[src/rtl/instr_pkg.sv]
// Opcode map, IR field positions and the canonical IR packing function
// shared by the issue encoder and anything that needs to build IR words.
package instr_pkg;

  localparam logic [4:0] OP_MOVSGPR    = 5'd0;
  localparam logic [4:0] OP_MOV        = 5'd1;
  localparam logic [4:0] OP_ADD        = 5'd2;
  localparam logic [4:0] OP_SUB        = 5'd3;
  localparam logic [4:0] OP_MUL        = 5'd4;
  localparam logic [4:0] OP_OR         = 5'd5;
  localparam logic [4:0] OP_AND        = 5'd6;
  localparam logic [4:0] OP_XOR        = 5'd7;
  localparam logic [4:0] OP_XNOR       = 5'd8;
  localparam logic [4:0] OP_NAND       = 5'd9;
  localparam logic [4:0] OP_NOR        = 5'd10;
  localparam logic [4:0] OP_NOT        = 5'd11;
  localparam logic [4:0] OP_LAST_LEGAL = 5'd11;

  localparam int OP_MSB    = 31;
  localparam int RDST_MSB  = 26;
  localparam int RSRC1_MSB = 21;
  localparam int IMM_BIT   = 16;
  localparam int RSRC2_MSB = 15;
  localparam int ISRC_MSB  = 15;

  // Builds the IR word the core decodes. Fields an instruction does not use
  // are forced to zero so that equivalent requests always yield one word.
  function automatic logic [31:0] pack_ir(input logic [4:0]  op,
                                          input logic [4:0]  rdst,
                                          input logic [4:0]  rsrc1,
                                          input logic [4:0]  rsrc2,
                                          input logic        imm,
                                          input logic [15:0] isrc);
    logic [31:0] ir;
    ir = '0;
    ir[OP_MSB -: 5]   = op;
    ir[RDST_MSB -: 5] = rdst;
    if (op != OP_MOVSGPR) begin
      ir[RSRC1_MSB -: 5] = (op == OP_MOV && imm) ? 5'd0 : rsrc1;
      ir[IMM_BIT]        = imm;
      if (imm)
        ir[ISRC_MSB -: 16] = isrc;
      else if (op != OP_MOV && op != OP_NOT)
        ir[RSRC2_MSB -: 5] = rsrc2;
    end
    return ir;
  endfunction

endpackage

[src/rtl/ir_fifo.sv]
// Small synchronous FIFO holding packed IR words between the request side
// and the core. The head word is read straight from storage.
module ir_fifo #(
  parameter  int DEPTH = 4,
  localparam int AW    = $clog2(DEPTH),
  localparam int CW    = AW + 1
) (
  input  logic          clk,
  input  logic          rst_n,
  input  logic          push,
  input  logic          pop,
  input  logic [31:0]   din,
  output logic [31:0]   dout,
  output logic          full,
  output logic          empty,
  output logic [CW-1:0] count
);

  logic [31:0]   mem [DEPTH];
  logic [AW-1:0] wrPtr_q, wrPtr_d;
  logic [AW-1:0] rdPtr_q, rdPtr_d;
  logic [CW-1:0] count_q, count_d;
  logic          doPush, doPop;

  assign full   = (count_q == CW'(DEPTH));
  assign empty  = (count_q == '0);
  assign count  = count_q;
  assign dout   = empty ? 32'd0 : mem[rdPtr_q];

  // An empty FIFO cannot pop, so a push into it only shows up next cycle.
  assign doPop  = pop && !empty;
  assign doPush = push && (!full || doPop);

  // Next pointer and occupancy values; pointers wrap at the power-of-two depth.
  always_comb begin
    wrPtr_d = wrPtr_q;
    rdPtr_d = rdPtr_q;
    count_d = count_q;
    if (doPush) wrPtr_d = wrPtr_q + AW'(1);
    if (doPop)  rdPtr_d = rdPtr_q + AW'(1);
    if (doPush && !doPop)      count_d = count_q + CW'(1);
    else if (!doPush && doPop) count_d = count_q - CW'(1);
  end

  // Pointer and occupancy registers; reset drops every buffered word.
  always_ff @(posedge clk or negedge rst_n) begin
    if (!rst_n) begin
      wrPtr_q <= '0;
      rdPtr_q <= '0;
      count_q <= '0;
    end else begin
      wrPtr_q <= wrPtr_d;
      rdPtr_q <= rdPtr_d;
      count_q <= count_d;
    end
  end

  // Storage write; contents beyond the occupancy are never observed.
  always_ff @(posedge clk) begin
    if (doPush) mem[wrPtr_q] <= din;
  end

endmodule

[src/rtl/instr_issue_encoder.sv]
// Host-side instruction source for the core: checks opcodes, packs legal
// requests into IR words, buffers them and issues them on valid/ready.
module instr_issue_encoder
  import instr_pkg::*;
#(
  parameter  int DEPTH = 4,
  parameter  int CNT_W = 16,
  localparam int CW    = $clog2(DEPTH) + 1
) (
  input  logic             clk,
  input  logic             sys_rst,
  input  logic             req_valid,
  output logic             req_ready,
  input  logic [4:0]       req_op,
  input  logic [4:0]       req_rdst,
  input  logic [4:0]       req_rsrc1,
  input  logic [4:0]       req_rsrc2,
  input  logic             req_imm,
  input  logic [15:0]      req_isrc,
  output logic             ir_valid,
  input  logic             ir_ready,
  output logic [31:0]      ir_data,
  output logic             err_illegal,
  output logic [CW-1:0]    fifo_count,
  output logic [CNT_W-1:0] issued_cnt,
  output logic [CNT_W-1:0] reject_cnt
);

  logic             readyEn_q;
  logic             errPulse_q, errPulse_d;
  logic [CNT_W-1:0] issuedCnt_q, issuedCnt_d;
  logic [CNT_W-1:0] rejectCnt_q, rejectCnt_d;
  logic             fifoFull, fifoEmpty;
  logic             accept, legal, push, pop;
  logic [31:0]      packedWord;

  // A full FIFO still accepts when the head leaves on the same edge.
  assign req_ready  = readyEn_q && (!fifoFull || ir_ready);
  assign accept     = req_valid && req_ready;
  assign legal      = (req_op <= OP_LAST_LEGAL);
  assign push       = accept && legal;
  assign pop        = !fifoEmpty && ir_ready;
  assign packedWord = pack_ir(req_op, req_rdst, req_rsrc1, req_rsrc2, req_imm, req_isrc);

  assign ir_valid    = !fifoEmpty;
  assign err_illegal = errPulse_q;
  assign issued_cnt  = issuedCnt_q;
  assign reject_cnt  = rejectCnt_q;

  ir_fifo #(.DEPTH(DEPTH)) uFifo (
    .clk   (clk),
    .rst_n (sys_rst),
    .push  (push),
    .pop   (pop),
    .din   (packedWord),
    .dout  (ir_data),
    .full  (fifoFull),
    .empty (fifoEmpty),
    .count (fifo_count)
  );

  // Rejection pulse and wrapping issue/reject counters.
  always_comb begin
    errPulse_d  = accept && !legal;
    issuedCnt_d = pop ? issuedCnt_q + CNT_W'(1) : issuedCnt_q;
    rejectCnt_d = (accept && !legal) ? rejectCnt_q + CNT_W'(1) : rejectCnt_q;
  end

  // Status registers; request side stays closed until the first edge after reset.
  always_ff @(posedge clk or negedge sys_rst) begin
    if (!sys_rst) begin
      readyEn_q   <= 1'b0;
      errPulse_q  <= 1'b0;
      issuedCnt_q <= '0;
      rejectCnt_q <= '0;
    end else begin
      readyEn_q   <= 1'b1;
      errPulse_q  <= errPulse_d;
      issuedCnt_q <= issuedCnt_d;
      rejectCnt_q <= rejectCnt_d;
    end
  end

endmodule

[config.mk]
export PLATFORM = sky130hd
export DESIGN_NAME = instr_issue_encoder
export DESIGN_NICKNAME = d
export VERILOG_FILES = /design/src/rtl/instr_pkg.sv /design/src/rtl/ir_fifo.sv /design/src/rtl/instr_issue_encoder.sv
export SDC_FILE = /design/constraint.sdc
export NUM_CORES = 1
export LEC_CHECK = 0
export ABC_AREA = 1
export CAP_MARGIN = 20
export CORE_MARGIN = 3
export CORE_UTILIZATION = 49
export CTS_CLUSTER_DIAMETER = 60
export DETAILED_ROUTE_END_ITERATION = 12
export PLACE_DENSITY = 0.87
export SYNTH_ARGS = -nofsm -noshare
export SYNTH_HDL_FRONTEND = slang
export SYNTH_SLANG_ARGS = --single-unit
export TNS_END_PERCENT = 100
[constraint.sdc]
create_clock -name clk -period 2.8 [get_ports clk]
set_input_delay 0.56 -clock clk [delete_from_list [all_inputs] [get_ports clk]]
set_output_delay 0.56 -clock clk [all_outputs]
set_load 0.05 [all_outputs]
## Word-level counts from Yosys, hierarchy flattened

Memories as Yosys holds them, arrays and structs flattened.
Index checks and enable logic that the tools add are counted.

| operators by class | value |
|---|---|
| $add $sub $neg | 6 |
| magnitude comparators | 1 |
| equality and inequality tests | 4 |
| mux-type cells | 10 |
| reduce and logical (&&, ||, !) cells | 21 |

Operator list:

| operator | number |
|---|---|
| adder 16 x 1 -> 16 bit, second input constant | 2 |
| 2-to-1 mux 32 bit | 1 |
| 2-to-1 mux 22 bit | 1 |
| 2-to-1 mux 5 bit | 3 |
| logical AND 1 bit | 11 |
| 2-to-1 mux 11 bit | 1 |
| 2-to-1 mux 3 bit | 2 |
| equality test 5 x 1 -> 1 bit, second input constant | 1 |
| <= comparator 5 x 4 -> 1 bit, second input constant | 1 |
| logical NOT 1 bit | 5 |
| != test 5 x 1 -> 1 bit, second input constant | 1 |
| != test 5 x 4 -> 1 bit, second input constant | 1 |
| nonzero test 5 bit | 1 |
| adder 2 x 1 -> 2 bit, second input constant | 2 |
| adder 3 x 1 -> 3 bit, second input constant | 1 |
| equality test 3 bit, second input constant | 1 |
| logical NOT 3 bit | 1 |
| subtractor 3 x 1 -> 3 bit, second input constant | 1 |
| logical OR 1 bit | 2 |
| 2-to-1 mux 1 bit | 2 |
| nonzero test 2 bit | 1 |

| word-level totals | value |
|---|---|
| register bits | 41 |
| RAM bits | 128 |
| bits of input ports | 41 |
| output and inout bits | 70 |
| logic and storage cells | 50 |
| memories kept | 1 |

Memory list:

| memory | depth | width | read ports | clocked after memory_dff | wr ports | RTL line | RTL |
|---|---|---|---|---|---|---|---|
| uFifo.mem | 4 | 32 | 1 | 0 | 1 | ir_fifo.sv:19 | `logic [31:0] mem [DEPTH];` |

## Longest topological paths before layout

Gate-level depths: netlist of run 1.

| logic depth | value |
|---|---|
| depth after elaboration | 11 |
| depth in mapped cells | 11 |
| gate-level depth less buffers | 11 |

## By module

From an unflattened synthesis of run 1, not the netlist that was laid out.

| unflattened totals | value |
|---|---|
| cell total of the unflattened synthesis | 857 |
| area total of the unflattened synthesis | 7961.4 um^2 |

Modules (own cells, without submodules):

| module | instances | cells each | area each (um^2) | seq. area each (um^2) |
|---|---|---|---|---|
| ir_fifo | 1 | 564 | 5901.9 | 4018.9 |
| instr_issue_encoder | 1 | 293 | 2059.5 | 850.8 |

## Least setup slack after synthesis of run 1

Ideal clock, no wire load.

| timing path | value |
|---|---|
| path kind | register to register |
| start | register uFifo.count_q[0], in the netlist uFifo.count[0] |
| end | memory uFifo.mem[1][0] (enable) |
| setup time | 0.421 ns |
| arrival time | 2.607 ns |
| required time | 2.379 ns |
| slack | -0.228 ns |
| cell stages (with the launch flop) | 7 |
| buffers on the path | 0 |
| clock period less this slack | 3.028 ns |
| cell sequence | dfrtp_1 > nor2_2 > nand2_2 > nand3_4 > nor2_4 > inv_1 > nor2_1 |

| on the way | value |
|---|---|
| cells in the longest elaborated chain, start to end | 9 |
| elaborated cells between the ends (all ways) | 14 |
| classes of those cells | eq/ne (1); mux (2); reduce/logical (11) |

RTL lines:

| item | RTL line | RTL |
|---|---|---|
| start, declared | ir_fifo.sv:22 | `logic [CW-1:0] count_q, count_d;` |
| start signal, assigned | ir_fifo.sv:54 | `count_q <= count_d;` |
| equality test 3 bit | ir_fifo.sv:25 | `assign full = (count_q == CW'(DEPTH));` |
| logical NOT 1 bit | ir_fifo.sv:32, instr_issue_encoder.sv:38 |  |
| logical OR 1 bit | instr_issue_encoder.sv:38 | `assign req_ready = readyEn_q && (!fifoFull \|\| ir_ready);` |
| logical AND 1 bit | instr_issue_encoder.sv:38 |  |
| logical AND 1 bit | instr_issue_encoder.sv:39 | `assign accept = req_valid && req_ready;` |
| logical AND 1 bit | instr_issue_encoder.sv:41 | `assign push = accept && legal;` |
| logical AND 1 bit * | ir_fifo.sv:32 | `assign doPush = push && (!full \|\| doPop);` |
| via uFifo.doPush | ir_fifo.sv:23 | `logic doPush, doPop;` |
| 2-to-1 mux 1 bit * | ir_fifo.sv:60 | `if (doPush) mem[wrPtr_q] <= din;` |
| 2-to-1 mux 1 bit (not written as such) * | ir_fifo.sv:60 |  |
| end, declared | ir_fifo.sv:19 |  |

The timed path passes the listed nets; every way through them passes the cells marked *.

## Final worst setup path of run 1

| timing path | value |
|---|---|
| start | register uFifo.rdPtr_q[0] |
| end | output ir_data[15] |

| on the way | value |
|---|---|
| cells in the longest elaborated chain, start to end | 2 |

RTL lines:

| item | RTL line | RTL |
|---|---|---|
| start, declared | ir_fifo.sv:21 | `logic [AW-1:0] rdPtr_q, rdPtr_d;` |
| start signal, assigned | ir_fifo.sv:53 | `rdPtr_q <= rdPtr_d;` |
| memory (4 x 32 bit) | -- |  |
| 2-to-1 mux 32 bit | ir_fifo.sv:28 | `assign dout = empty ? 32'd0 : mem[rdPtr_q];` |
| end, declared | instr_issue_encoder.sv:22 | `output logic [31:0] ir_data,` |

Every way passes these cells.

==> results of run 1 <==
stage by stage:
step           utilization (%)  hold WS (ns)  total power, mW
2_1_floorplan                -         0.264             6.75
3_3_place_gp              62.8         0.488             9.30
3_5_place_dp              62.8         0.489             9.41
4_1_cts                   66.6         0.128             11.7
5_1_grt                   66.7         0.149             12.2
6_report                  66.7         0.118             11.6
synthesized netlist by cell type (7+ instances only):
| master | instances | area (µm²) |
|---|---|---|
| nand2_2 | 9 | 56.3 |
| xnor2_1 | 7 | 61.3 |
| o21ai_0 | 74 | 370 |
| dfrtp_1 | 41 | 1030 |
| nand2_1 | 106 | 398 |
| edfxtp_1 | 128 | 3840 |
| buf_2 | 10 | 50.1 |
| o21ai_2 | 7 | 61.3 |
| nand3_1 | 14 | 70.1 |
| ha_1 | 7 | 87.6 |
| nand4_1 | 13 | 81.3 |
| xor2_1 | 13 | 114 |
| inv_1 | 56 | 210 |
| clkbuf_1 | 8 | 30.0 |
| nor2_1 | 170 | 638 |
| a21oi_1 | 33 | 165 |
state kept, by name (all words and copies together), names as in the netlist:
register	cells
issued_cnt	16
uFifo.count	3
uFifo.rdPtr_q	2
readyEn_q	1
err_illegal	1
uFifo.mem	128
uFifo.wrPtr_q	2
reject_cnt	16
timing repair:
item	in CTS	in global routing
setup endpoints to repair	0	23
hold buffers	0	0
resized for setup	0	4
final cells by class:
| cell class | count | area (µm²) | share of cell area [%] |
|---|---|---|---|
| Clock buffer | 17 | 425 | 4.29 |
| Clock inverter | 15 | 146 | 1.48 |
| Inverter | 60 | 225 | 2.27 |
| Multi-Input combinational cell | 481 | 2390 | 24.1 |
| Sequential cell | 169 | 4870 | 49.1 |
| Tap cell | 184 | 230 | 2.32 |
| Timing Repair Buffer | 130 | 1630 | 16.4 |
cell families (layout without fill, tap and decap cells):
group / after synthesis / in the layout / share of synthesized area [%]
xor+xnor: 20 / 20 / 2.30
buf+inv: 87 / 222 / 5.18
compound gates: 122 / 122 / 8.45
simple gates: 329 / 329 / 18.5
other cells: 1 / 1 / 0.0493
flops: 169 / 169 / 64.0
mux: 1 / 1 / 0.148
fa+ha+maj: 8 / 8 / 1.41
worst paths after layout:
kind / start / endpoint / slack, ns / depth (start not counted)
max: uFifo.rdPtr_q[0]$_DFFE_PN0P_ / ir_data[15] / 0.11 / 5
min: sys_rst / reject_cnt[10]$_DFFE_PN0P_ / 0.12 / 1
max reg2reg: uFifo.count[2]$_DFFE_PN0P_ / uFifo.count[2]$_DFFE_PN0P_ / 0.75 / 11
min reg2reg: issued_cnt[15]$_DFFE_PN0P_ / issued_cnt[15]$_DFFE_PN0P_ / 0.50 / 2
max in group asynchronous: sys_rst / uFifo.rdPtr_q[0]$_DFFE_PN0P_ / 2.11 / 2
min in group clk: issued_cnt[15]$_DFFE_PN0P_ / issued_cnt[15]$_DFFE_PN0P_ / 0.50 / 2
power by group:
part	internal (mW)	leakage (nW)	switching, mW
clock network	1.31	0.281	0.952
logic	2.38	1.87	3.73
registers	2.97	1.69	0.296
worst max-delay path: cells and delay by family (launching register included):
kind,cells,cell delay (ns)
flops,1,0.61
compound gates,2,0.51
buf+inv,3,0.58
routing by layer:
layer | up-vias | share of wire, %
li1 | 2704 | -
met1 | 2645 | 41
met2 | 176 | 52
met3 | 32 | 5.3
met4 | 0 | 1.9
met5 | - | 0
==> impl_metrics.ini, run 1 <==
[status]
run_status = finished, final reports clean

[die]
die_height_um = 131
placement_rows = 44
die-width_um = 131
core_region_area_um2 = 14900
initial_core_util_pct = 51.2
fp.dieArea_um2 = 17100
top_level_ports = 111

[synthesis]
synth_edf_count = 128
number_of_standard_cells_after_synthesis = 737
synth-seq-cells = 169
syn-mean-instance-area_um2 = 10.3
synthesis.nets = 786
yosysWarnings = 0
postSynth.asyncResetShare_pct = 24.3
synth.yosys.seq_area_share_pct = 64.0
synth.cell_area_um2 = 7610
synth.distinct_cells = 34
postSynth.topFlopCell = edfxtp_1

[cts]
cts_tree = done
worst_setup_hold_path_clk_slew_ns = 0.06
worstSkewPairLatency_ns = 0.42
cts_made_buffers = 17
postCtsSetupRepairBufs = 0
clk_root_buffer_cell = clkbuf_16
htree_levels = 4
clock_tree.buffer_depth = 2
clkSinkCount = 169

[route]
drc = 0
drt_first_iter_violations = 469
routed-via-count = 5557
via_per_inst = 5.26
routedWlPerCell_um = 16.3
antenna_violating_nets_left = 0
wl_um = 17200
drt-pass1-iter-count = 5

[flow_run]
cap_violations = 0

[setup_path]
critical_path_required_ns = 2.24
worst_path_largest_cell_delay_ns = 0.61
cp-start-kind = flip-flop
timing.critical_path.arrival_ns = 2.13
critical_path_class = reg -> out
endpoint_kind_of_the_worst_setup_timing_path = output port
critical_path.cell_chain = inv_2 > buf_4 > o21ai_0 > a21oi_1 > buf_12
cpMaxStageDelayCell = dfrtp_4
critPathMaxFanout = 29

[place]
buffer_ports.inserted = 110
preCtsSetupSlack_ns = 0.164
placement.cell_area_um2 = 9330
placedCellCount = 1024
gp_congestion = 0.843
post-dp-hpwl_um = 11000

[timing]
final.period_utilization_pct = 96.0
fin_tns_setup_ns = 0
timing.max_slew.rel_slack_pct = 63.4
setup-violations-final = 0
final-hold-violation-count = 0
clock-skew-final_ns = 0.00694
maxClockFrequency_mhz = 372
layout_setup_ws_ns = 0.112
final-max-slew-violation-count = 0
post-route-min-period_ns = 2.69
transition_time_at_the_pin_with_the_least_slew_margin_ns = 0.549

[global_route]
first_pass_grt_wire_length_um = 27800
met2_usage_pct = 36.7
grt_util_met3_pct = 5.04
groute.usage.overall_pct = 21.2
overflow = 0
use_met1_pct = 25.9
vias_in_the_first_global_route = 5618
grt_start_max_net_pins = 37
top_usage_layer = met2
initial_antenna_violation_count = 0

[power_and_ir_drop]
ir_drop_mv = 0.744
powerDensity_nw_per_um2 = 1170
power_leakage_nw = 3.83

[layout]
number_of_diodes_added_for_antenna_fixing = 0
layout_common_cells = 166 x nor2_1, 128 x edfxtp_1, 106 x nand2_1
non_filler_cells_in_the_finished_layout = 1056
finish.net_count = 908
filler_cell_count = 1083
layout.cells.most_common = nor2_1
final_layout_size_suffix_gt1_share_pct = 14.6
postLayoutCellArea_um2 = 9920
area_delta_synth_final_pct = 30.3

[min_path]
class_of_the_worst_hold_path = in -> async
Note: power is estimated with default switching activity, not from simulation.
==> run 2, diff against run 1 <==
Settings changed: CORE_UTILIZATION 49 to 55, DONT_BUFFER_PORTS set to 1, HOLD_SLACK_MARGIN set to 0.15, PLACE_DENSITY 0.87 to 0.81.
Clock period 2.8 ns to 3.15 ns, I/O delays scaled along.
==> run 2 against run 1 <==
Wire length fell by 1.8%. Clock skew is 0.0015 ns lower. Utilization is 1.9 points lower. Combinational power shrank 39%. First-iteration DRC count up 13%. Cell count fell by 8.6%. Sequential share of layout area up 7.0 points. Global-route usage up 1.8 points. Design area decreased by 12%. Die area fell by 10%. Non-clock buffer count is 82 lower. Power fell by 22%.
==> impl_metrics.ini, run 2 (synthesized netlist as in run 1, its figures left out) <==
[layout]
final_layout_size_suffix_gt1_share_pct = 14.7
area_delta_synth_final_pct = 14.0
number_of_diodes_added_for_antenna_fixing = 0
layout.cells.most_common = nor2_1
registers.top_by_ff_count = uFifo.mem
largest_reg_flops = 128
layout_common_cells = 166 x nor2_1, 128 x edfxtp_1, 106 x nand2_1
non_filler_cells_in_the_finished_layout = 965
finish.net_count = 826

[route]
drt-pass1-iter-count = 5
drt_first_iter_violations = 530
routed-via-count = 5343
detailed_routed_wire_length_on_met3_um = 1390
routedWlPerCell_um = 17.5
met2_length_um = 8760
antenna_violating_nets_left = 0
wl_um = 16900
drc = 0
top_layer_used = met4
routedLengthMet1_um = 6470
via_per_inst = 5.54

[die]
core_region_area_um2 = 13400
die_height_um = 124
fp.dieArea_um2 = 15300
top_level_ports = 111
die-width_um = 124
initial_core_util_pct = 56.8
placement_rows = 42

[setup_path]
critPathMaxFanout = 22
critical_path_required_ns = 2.52
critical_path_class = reg -> out
endpoint_kind_of_the_worst_setup_timing_path = output port
timing.critical_path.arrival_ns = 2.28
cp-start-kind = flip-flop

[global_route]
overflow = 0
vias_in_the_first_global_route = 5260
grt_start_max_net_pins = 66
first_pass_grt_wire_length_um = 26400
groute.usage.overall_pct = 22.9
initial_antenna_violation_count = 0

[timing]
final-max-slew-violation-count = 0
transition_time_at_the_pin_with_the_least_slew_margin_ns = 0.700
timing.max_slew.rel_slack_pct = 53.3
clock-skew-final_ns = 0.00541
maxClockFrequency_mhz = 344
grt_setup_unrepaired = no
setup-violations-final = 0
post-route-min-period_ns = 2.91
final.period_utilization_pct = 92.3
fin_tns_setup_ns = 0
final-hold-violation-count = 0

[cts]
htree_levels = 4
post_cts_resize_count = 0
cts_tree = done
clock_tree.buffer_depth = 2
clk_root_buffer_cell = clkbuf_16
worstSkewPairLatency_ns = 0.42
postCtsSetupRepairBufs = 0
worst_setup_hold_path_clk_slew_ns = 0.06
clkSinkCount = 169
cts_made_buffers = 17

[min_path]
class_of_the_worst_hold_path = in -> reg

[power_and_ir_drop]
p_total_mw = 9.06
power_leakage_nw = 3.39
ir_drop_mv = 0.515
powerDensity_nw_per_um2 = 1040

[place]
placedCellCount = 931
gp_congestion = 0.892
post-dp-hpwl_um = 10800
buffer_ports.inserted = 0

[flow_run]
cap_violations = 0

[status]
run_status = finished, final reports clean
==> run 2: stage by stage <==
step	area [µm²]	setup WS [ns]	hold slack, ns	util [%]
after CTS	8670	0.186	0.287	64.7
after global routing	8680	0.132	0.282	64.8
after detailed placement	8070	0.625	0.335	60.2
final	8680	0.243	0.304	64.8
after floorplan	7610	0.122	0.334	-
after global placement	8070	0.669	0.336	60.2
==> run 2: worst paths after layout <==
kind | depth (start not counted) | endpoint | slack, ns | start
max in group asynchronous | 2 | uFifo.rdPtr_q[0]$_DFFE_PN0P_ | 2.26 | sys_rst
min in group asynchronous | 2 | issued_cnt[6]$_DFFE_PN0P_ | 0.67 | sys_rst
worst max-delay path | 6 | ir_data[5] | 0.24 | uFifo.count[0]$_DFFE_PN0P_
worst min-delay path | 0 | uFifo.mem[1][26]$_DFFE_PP_ | 0.30 | req_rdst[4]
worst max register to register | 7 | uFifo.mem[2][4]$_DFFE_PP_ | 0.65 | uFifo.count[0]$_DFFE_PN0P_
worst min register to register | 1 | uFifo.wrPtr_q[0]$_DFFE_PN0P_ | 0.55 | uFifo.wrPtr_q[0]$_DFFE_PN0P_
==> run 2: critical path, stage by stage, from the launching register on <==
cell,delay [ns]
dfrtp_1,0.61
nor2_2,0.27
nand2_2,0.07
inv_1,0.38
buf_12,0.24
a21oi_1,0.07
buf_4,0.21
==> run 2: what timing repair did <==
item / 4_1_cts / 5_1_grt
hold buffers: 2 / 0
setup endpoints to repair: 0 / 0
endpoints found under the hold margin: 41 / 0
==> run 2: cell type report <==
| class | count | area (µm²) |
|---|---|---|
| Sequential cell | 169 | 4870 |
| Fill cell | 1002 | 4720 |
| Multi-Input combinational cell | 481 | 2380 |
| Clock buffer | 19 | 433 |
| Timing Repair Buffer | 48 | 420 |
| Inverter | 60 | 225 |
| Tap cell | 176 | 220 |
| Clock inverter | 12 | 133 |
==> run 2: per-layer routing <==
layer  track usage [%]  up-vias
met5                 0        -
met4              9.13        0
met3              6.81       23
met2              40.3      217
met1              26.3     2571
li1                  -     2532
==> run 2: power by group <==
part / switching, mW / internal [mW]
clock network: 0.801 / 1.23
logic: 2.64 / 1.06
registers: 0.704 / 2.62
